### src/rtl/vgasim_pkg.sv
// Shared frame-buffer types: grant encoding, address/pixel widths and write-buffer entry.
package vgasim_pkg;

  localparam int unsigned FB_AW = 17;
  localparam int unsigned PIX_W = 24;

  typedef enum logic [1:0] {
    G_IDLE  = 2'd0,
    G_READ  = 2'd1,
    G_WRITE = 2'd2
  } gnt_e;

  typedef struct packed {
    logic [FB_AW-1:0] addr;
    logic [PIX_W-1:0] data;
  } wr_entry_t;

  function automatic logic addr_in_fb(input logic [FB_AW-1:0] addr, input int unsigned size);
    return 32'(addr) < size;
  endfunction

endpackage

### src/rtl/fb_wr_fifo.sv
// Synchronous write buffer for the frame-buffer port; DEPTH must be a power of two, >= 2.
module fb_wr_fifo
  import vgasim_pkg::*;
#(
  parameter int unsigned DEPTH = 4,
  localparam int unsigned AW = $clog2(DEPTH)
) (
  input  logic       clk,
  input  logic       rst,
  input  logic       push,
  input  wr_entry_t  wdata,
  input  logic       pop,
  output wr_entry_t  rdata,
  output logic       full,
  output logic       empty,
  output logic [AW:0] count
);

  wr_entry_t         mem [DEPTH];
  logic      [AW:0]  wptr_q, rptr_q;
  logic              do_push, do_pop;

  // Extra MSB on each pointer distinguishes full from empty when the indices match.
  assign full    = (wptr_q[AW] != rptr_q[AW]) && (wptr_q[AW-1:0] == rptr_q[AW-1:0]);
  assign empty   = (wptr_q == rptr_q);
  assign count   = wptr_q - rptr_q;
  assign do_push = push && !full;
  assign do_pop  = pop && !empty;
  assign rdata   = mem[rptr_q[AW-1:0]];

  always_ff @(posedge clk or posedge rst) begin
    if (rst) begin
      wptr_q <= '0;
      rptr_q <= '0;
    end else begin
      if (do_push) wptr_q <= wptr_q + 1'b1;
      if (do_pop)  rptr_q <= rptr_q + 1'b1;
    end
  end

  always_ff @(posedge clk) begin
    if (do_push) mem[wptr_q[AW-1:0]] <= wdata;
  end

endmodule

### src/rtl/fb_port_arbiter.sv
// Single-port frame-buffer BRAM shared between display scan-out (priority) and a buffered writer.
module fb_port_arbiter
  import vgasim_pkg::*;
#(
  parameter int unsigned H_ACT       = 480,
  parameter int unsigned V_ACT       = 272,
  parameter int unsigned WFIFO_DEPTH = 4
) (
  input  logic             CLK,
  input  logic             RESET,
  input  logic             DE,
  input  logic             Vsync,
  input  logic             WR_VALID,
  output logic             WR_READY,
  input  logic [FB_AW-1:0] WR_ADDR,
  input  logic [PIX_W-1:0] WR_DATA,
  output logic             BRAM_EN,
  output logic             BRAM_WE,
  output logic [FB_AW-1:0] BRAM_ADDR,
  output logic [PIX_W-1:0] BRAM_WDATA,
  input  logic [PIX_W-1:0] BRAM_RDATA,
  output logic             PIX_VALID,
  output logic [7:0]       R,
  output logic [7:0]       G,
  output logic [7:0]       B,
  output logic [7:0]       FRAME_CNT,
  output logic             WR_DROP
);

  localparam int unsigned     FB_SIZE = H_ACT * V_ACT;
  localparam logic [FB_AW-1:0] LAST   = FB_AW'(FB_SIZE - 1);
  localparam int unsigned     CW      = $clog2(WFIFO_DEPTH) + 1;

  gnt_e             gnt_q, gnt_d;
  logic [FB_AW-1:0] disp_q;
  logic [7:0]       frame_q;
  logic             vs_q, pv_q, drop_q;
  logic             accept, wr_push, wr_pop, frame_start, fifo_busy_nxt;
  logic             fifo_full, fifo_empty;
  logic [CW-1:0]    fifo_cnt;
  wr_entry_t        fifo_head, fifo_in;

  assign fifo_in     = '{addr: WR_ADDR, data: WR_DATA};
  assign WR_READY    = !fifo_full;
  assign accept      = WR_VALID && WR_READY;
  assign wr_push     = accept && addr_in_fb(WR_ADDR, FB_SIZE);
  assign wr_pop      = (gnt_q == G_WRITE);
  assign frame_start = vs_q && !Vsync;

  fb_wr_fifo #(
    .DEPTH (WFIFO_DEPTH)
  ) u_fifo (
    .clk   (CLK),
    .rst   (RESET),
    .push  (wr_push),
    .wdata (fifo_in),
    .pop   (wr_pop),
    .rdata (fifo_head),
    .full  (fifo_full),
    .empty (fifo_empty),
    .count (fifo_cnt)
  );

  // Grant looks at post-pop/push occupancy so a G_WRITE never lands on an empty buffer.
  assign fifo_busy_nxt = wr_push || (!fifo_empty && (!wr_pop || fifo_cnt != CW'(1)));

  always_comb begin
    gnt_d = G_IDLE;
    if (DE)                 gnt_d = G_READ;
    else if (fifo_busy_nxt) gnt_d = G_WRITE;
  end

  always_ff @(posedge CLK or posedge RESET) begin
    if (RESET) begin
      gnt_q   <= G_IDLE;
      disp_q  <= '0;
      frame_q <= '0;
      vs_q    <= 1'b1;
      pv_q    <= 1'b0;
      drop_q  <= 1'b0;
    end else begin
      gnt_q <= gnt_d;
      vs_q  <= Vsync;
      pv_q  <= DE;
      if (accept && !addr_in_fb(WR_ADDR, FB_SIZE)) drop_q <= 1'b1;
      if (frame_start) begin
        disp_q  <= '0;
        frame_q <= frame_q + 8'd1;
      end else if (gnt_q == G_READ) begin
        disp_q <= (disp_q == LAST) ? '0 : disp_q + 1'b1;
      end
    end
  end

  always_comb begin
    BRAM_EN    = 1'b0;
    BRAM_WE    = 1'b0;
    BRAM_ADDR  = '0;
    BRAM_WDATA = '0;
    unique case (gnt_q)
      G_READ: begin
        BRAM_EN   = 1'b1;
        BRAM_ADDR = disp_q;
      end
      G_WRITE: begin
        BRAM_EN    = 1'b1;
        BRAM_WE    = 1'b1;
        BRAM_ADDR  = fifo_head.addr;
        BRAM_WDATA = fifo_head.data;
      end
      default: ;
    endcase
  end

  assign PIX_VALID = pv_q;
  assign R         = pv_q ? BRAM_RDATA[23:16] : 8'd0;
  assign G         = pv_q ? BRAM_RDATA[15:8]  : 8'd0;
  assign B         = pv_q ? BRAM_RDATA[7:0]   : 8'd0;
  assign FRAME_CNT = frame_q;
  assign WR_DROP   = drop_q;

endmodule

### config.mk
export PLATFORM = sky130hd
export DESIGN_NAME = fb_port_arbiter
export DESIGN_NICKNAME = d
export VERILOG_FILES = /design/src/rtl/vgasim_pkg.sv /design/src/rtl/fb_wr_fifo.sv /design/src/rtl/fb_port_arbiter.sv
export SDC_FILE = /design/constraint.sdc
export NUM_CORES = 1
export LEC_CHECK = 0
export ABC_CLOCK_PERIOD_IN_PS = 7250
export CAP_MARGIN = 10
export CORE_ASPECT_RATIO = 1.1
export CORE_MARGIN = 1
export CORE_UTILIZATION = 52
export CTS_CLUSTER_DIAMETER = 150
export DETAILED_ROUTE_END_ITERATION = 10
export GPL_TIMING_DRIVEN = 0
export PLACE_DENSITY = 0.79
export SLEW_MARGIN = 20
export SYNTH_ARGS = -nofsm -noshare
export SYNTH_HDL_FRONTEND = slang
export SYNTH_HIERARCHICAL = 1
export SYNTH_SLANG_ARGS = --single-unit
### constraint.sdc
create_clock -name CLK -period 7.25 [get_ports CLK]
set_clock_uncertainty 0.05 [all_clocks]
set_input_delay 1.45 -clock CLK [delete_from_list [all_inputs] [get_ports CLK]]
set_output_delay 1.45 -clock CLK [all_outputs]
set_load 0.005 [all_outputs]
## After elaboration in Yosys (flattened, before gate mapping)

Memories as Yosys holds them, arrays and structs flattened.
Index checks and enable logic that the tools add are counted.

- $add $sub $neg: 5
- Order comparisons: 1
- Equality and inequality tests: 7
- Multiplexer cells: 14
- Reduce and logical (&&, ||, !) cells: 17

Operator list:

| operator | number |
|---|---|
| $mux W17 | 3 |
| $pmux W17 S2 | 1 |
| $mux W24 | 1 |
| $mux W8 | 3 |
| $add A17 B1 Y17 const B | 1 |
| $eq A17 B17 Y1 const B | 1 |
| $lt A17 B17 Y1 const B | 1 |
| $add A8 B1 Y8 const B | 1 |
| $logic_and A1 B1 Y1 | 8 |
| $add A3 B1 Y3 const B | 2 |
| $logic_not A1 Y1 | 5 |
| $mux W1 | 4 |
| $mux W2 | 2 |
| $eq A3 B3 Y1 | 1 |
| $ne A3 B1 Y1 const B | 1 |
| $sub A3 B3 Y3 | 1 |
| $eq A2 B1 Y1 const B | 1 |
| $eq A2 B2 Y1 | 1 |
| $eq A2 B2 Y1 const B | 1 |
| $logic_or A1 B1 Y1 | 2 |
| $reduce_bool A2 Y1 | 1 |
| $reduce_or A2 Y1 | 1 |
| $ne A1 B1 Y1 | 1 |

- Flip-flop bits (word level): 36
- Bits in writable memories: 164
- Input bits: 70
- Output and inout port bits: 78
- Word-level logic and storage cells: 53
- Memories: 1

Memory list:

| name | depth | bits a word | rd ports | clocked after memory_dff | wr ports | line | source |
|---|---|---|---|---|---|---|---|
| u_fifo.mem | 4 | 41 | 1 | 0 | 1 | fb_wr_fifo.sv:19 | `wr_entry_t mem [DEPTH];` |

## Logic depth before layout (Yosys ltp)

Gate-level depths: netlist of run 1.

- Depth in word-level cells: 8
- Gate-level depth with buffers: 10
- Depth with buffers taken out: 8

## Hierarchy

Netlist of run 1, hierarchy kept.

Modules (own cells, without submodules):

| module | times used | cells an instance | area an instance (um^2) | sequential area each (um^2) |
|---|---|---|---|---|
| fb_wr_fifo | 1 | 261 | 6,379.9 | 5,074.9 |
| fb_port_arbiter | 1 | 242 | 2,023.2 | 726.9 |

## Worst setup path after synthesis of run 1

No wires, ideal clock.

- Path kind: in2reg
- Start point: in WR_ADDR[9]
- End point: mem u_fifo/mem[3][0] (netlist bit) (enable)
- Library setup time: 0.402 ns
- Arrival time: 3.104 ns
- Data required time: 6.798 ns
- Slack: 3.693 ns
- Stages: 4
- Path buffers: 0
- Cells stage by stage: nand4_1 > nor2_1 > nor3b_1 > and3_1

- Word-level cells in the longest chain between the ends: 5

Ends and longest elaborated chain:

| what | line | source |
|---|---|---|
| start: declaration | fb_port_arbiter.sv:15 | `input logic [FB_AW-1:0] WR_ADDR,` |
| $lt A17 B17 Y1 | vgasim_pkg.sv:19 | `return 32'(addr) < size;` |
| $logic_and A1 B1 Y1 | fb_port_arbiter.sv:46 | `assign wr_push = accept && addr_in_fb(WR_ADDR, FB_SIZE);` |
| via wr_push | fb_port_arbiter.sv:38 | `logic accept, wr_push, wr_pop, frame_start, fifo_busy_nxt;` |
| $logic_and A1 B1 Y1 | fb_wr_fifo.sv:27 | `assign do_push = push && !full;` |
| $mux W1 | fb_wr_fifo.sv:42 | `if (do_push) mem[wptr_q[AW-1:0]] <= wdata;` |
| $mux W1 (implied by the code) | fb_wr_fifo.sv:42 |  |
| end: declaration | fb_wr_fifo.sv:19 |  |

The timed path passes the listed nets, and every way through them passes these cells.

## Worst setup path after layout of run 1

- Start point: reg gnt_q[0]
- End point: out BRAM_ADDR[0]

- Word-level cells in the longest chain between the ends: 2
- Elaborated cells between the ends (all ways): 3
- Those cells by class: 2 x eq/ne; 1 x mux

Ends and longest elaborated chain:

| what | line | source |
|---|---|---|
| start: declaration | fb_port_arbiter.sv:34 | `gnt_e gnt_q, gnt_d;` |
| start signal: assignment | fb_port_arbiter.sv:82 | `gnt_q <= gnt_d;` |
| $eq A2 B2 Y1 or $eq A2 B1 Y1 (tied branches) | fb_port_arbiter.sv:100 | `unique case (gnt_q)` |
| $pmux W17 S2 * | fb_port_arbiter.sv:100 |  |
| end: declaration | fb_port_arbiter.sv:19 | `output logic [FB_AW-1:0] BRAM_ADDR,` |

Every way passes the cells marked *; elsewhere a longest branch is shown, timed or not.

==> metrics.csv, run 1 <==
metric,value,unit
first-pass GRT wire length,27200,microns
GR Util All Layers,0.225,
Main synth FF type,edfxtp_1,
std cell rows,48,
Post-CTS Setup Inserts,0,
CP Max Fanout,10,
dpl ws,3.13,ns
outcome,"complete, no violations",
worst-skew pair later-pin latency,0.42,ns
CTS Buf Count,17,
CTS Root Cell,clkbuf_16,
DRC viols,0,
number of diodes,0,
Total Wirelength,17700,microns
Final Cycle Share,0.630,
max-cap viol count,0,
Fin. Hold Viols,0,
sequential area share after synthesis,0.690,
Final min period,4.57,ns
Worst Path Required,5.75,ns
clk slew on worst S/H paths,0.06,ns
worst hold path type,reg -> reg,
Layout Nets,753,
Die Span Y,135,microns
GP Congestion,0.952,
Cell variety after synth,47,
num ports,148,
Pre-antenna DRT Iters,4,
I/O Buffers,147,
crit path DAT,3.07,ns
Yosys reg bits,199,
DRT iter0 DRCs,291,
synthesized instance count,503,
worst-margin pin slew,0.805,ns
"most common cell after layout, fill and taps aside",edfxtp_1,
"FFs w/ async S/R, synth",0.176,
final setup TNS,0,ns
synthesized area,8400,sq um
Clock Sink Count,199,
H-tree depth,4,
Chip Width,123,microns
fmax,219,MHz
syn nets,585,
worst vdd ir,0.000209,V
area taken by multi-input logic gates,2410,sq um
share of cells above drive strength 1,0.149,
Worst Slack Setup Final,2.68,ns
dpl hpwl,11800,microns
R2R Setup Slk,3.56,ns
clock buffer depth,2,
Final Max Tran Viols,0,
register area,5800,sq um
setup violators final,0,
Routed Antenna Nets,0,
vias in the first global route,5294,
Setup CP Type,reg -> out,
Layout area overhead,27.4,%
relative slew slack,0.462,
Cell Pwr Density,346,nW/um^2
number of synthesized flops with an enable pin,164,
TritonCTS clock tree,built,
WL/cell,20.0,microns
fill cell count,1044,
initial core utilization,0.534,
Final Power,0.00370,W
post-CTS sizing,0,
total number of vias,5024,
RSZ-0062 raised after global routing,false,
crit end category,primary output,
DR vias/cell,5.68,
P_leak,3.75,nW
critical path launch point type,flop,
DIE AREA,16700,sq um
hold_buf cts,0,
CORE AREA,15700,sq um
largest net degree at the start of global routing,42,
initial antenna violation count,0,
most frequent cells in the layout,"edfxtp_1 (164), clkdlybuf4s50_1 (147), and2_1 (48), mux4_2 (41), dfrtp_1 (34)",
total gr overflow,0,
Yosys warning count,6,
Mapped Avg Cell Area,16.7,sq um
area by class of cell:
| class | count | area share |
|---|---|---|
| Timing Repair Buffer | 149 | 0.141 |
| Clock buffer | 18 | 0.0401 |
| Buffer | 27 | 0.0130 |
| Multi-Input combinational cell | 261 | 0.226 |
| Sequential cell | 199 | 0.542 |
| Tap cell | 200 | 0.0234 |
| Inverter | 16 | 0.00561 |
| Clock inverter | 14 | 0.00912 |
routing by layer:
layer	GRT usage	up-vias	wire, microns
met1	0.272	2519	6970
met3	0.0602	28	1260
met2	0.389	212	9190
met4	0.0770	0	266
li1	-	2265	-
met5	0	-	0
where the power goes:
group	internal, W	total (W)	switching [W]
Sequential	0.00154	0.00164	0.0000985
Clock	0.000441	0.000845	0.000403
Combinational	0.000614	0.00121	0.000601
worst paths after layout:
check / startpoint / endpoint / cells past startpoint
setup reg to reg: u_fifo/rptr_q[1] / u_fifo/mem[0][9] / 9
hold reg to reg: FRAME_CNT[7] / FRAME_CNT[7] / 1
max in group asynchronous: RESET / gnt_q[0] / 2
setup / recovery: gnt_q[0] / BRAM_ADDR[0] / 7
hold / removal: FRAME_CNT[7] / FRAME_CNT[7] / 1
min in group asynchronous: RESET / u_fifo/rptr_q[0] / 2
state kept, by name, summed over array words and instances, names as in the netlist:
name and count:
gnt_q 2, u_fifo/rptr_q 3, u_fifo/wptr_q 3, vs_q 1
FRAME_CNT 8, disp_q 17, u_fifo/mem 164, WR_DROP 1
worst max-delay path, cell delays in order (launching register included):
cell	delay (ns)
dfrtp_1	0.48
clkbuf_1	0.23
inv_1	0.09
ha_1	0.46
clkbuf_1	0.41
a22oi_1	0.19
nor2_1	0.23
clkdlybuf4s50_1	0.55
cells by family after synthesis:
family,share of synthesized area
adder cells (fa/ha/maj),0.0188
buffers and inverters,0.0237
XOR/XNOR,0.0207
multiplexers,0.116
AO/OA/AOI/OAI,0.0386
flip-flops,0.690
AND/OR/NAND/NOR,0.0919
synthesized netlist by cell type (2+ instances only):
cell	number	area (sq um)
edfxtp_1	164	4920
and2_1	48	300
mux4_2	41	923
dfrtp_1	34	851
nor2_1	31	116
a22oi_1	17	128
inv_1	16	60.1
nand2_1	14	52.6
clkbuf_1	12	45.0
ha_1	11	138
and3_1	9	56.3
buf_2	9	45.0
xnor2_1	9	78.8
xor2_1	9	78.8
nand3_1	8	40.0
nand4_1	8	50.1
a21oi_1	6	30.0
o21ai_0	5	25.0
and4_1	4	35.0
nand2b_1	4	25.0
buf_4	3	22.5
o211ai_1	3	22.5
o31ai_1	3	22.5
or3_1	3	18.8
a31o_2	2	17.5
buf_6	2	22.5
mux2_4	2	30.0
nand3b_1	2	15.0
nor2b_1	2	12.5
o2111ai_1	2	17.5
o21ai_1	2	10.0
o21ai_2	2	17.5
or4_1	2	15.0
metrics by stage:
stage | instance area, sq um | utilization | cells | hold WS, ns
6_report | 10700 | 0.680 | 884 | 0.418
5_1_grt | 10700 | 0.680 | 884 | 0.469
4_1_cts | 10700 | 0.680 | 884 | 0.425
3_5_place_dp | 10200 | 0.647 | 852 | 0.412
3_3_place_gp | 10100 | 0.643 | 850 | 0.416
2_1_floorplan | 8400 | - | 503 | 0.416
No activity file was read; power rests on OpenSTA's default activity.
==> inputs of run 2 (changes only) <==
--- a/config.mk
+++ b/config.mk
@@ -5,7 +5,7 @@
 export SDC_FILE = /design/constraint.sdc
 export NUM_CORES = 1
 export LEC_CHECK = 0
-export ABC_CLOCK_PERIOD_IN_PS = 7250
+export ABC_CLOCK_PERIOD_IN_PS = 4420
 export CAP_MARGIN = 10
 export CORE_ASPECT_RATIO = 1.1
 export CORE_MARGIN = 1
==> constraint.sdc (replaced) <==
create_clock -name CLK -period 4.42 [get_ports CLK]
set_clock_uncertainty 0.05 [all_clocks]
set_input_delay 0.884 -clock CLK [delete_from_list [all_inputs] [get_ports CLK]]
set_output_delay 0.884 -clock CLK [all_outputs]
set_load 0.005 [all_outputs]
==> results of run 2 <==
The final DEF is identical to that of run 1. Status: complete, no violations.
Among the figures that moved: setup slack after placement 3.13 ns -> 0.852 ns; setup slack after layout 2.68 ns -> 0.415 ns; register-to-register setup slack 3.56 ns -> 0.73 ns; total power 0.00370 W -> 0.00607 W; worst IR drop on VDD 0.000209 V -> 0.000342 V
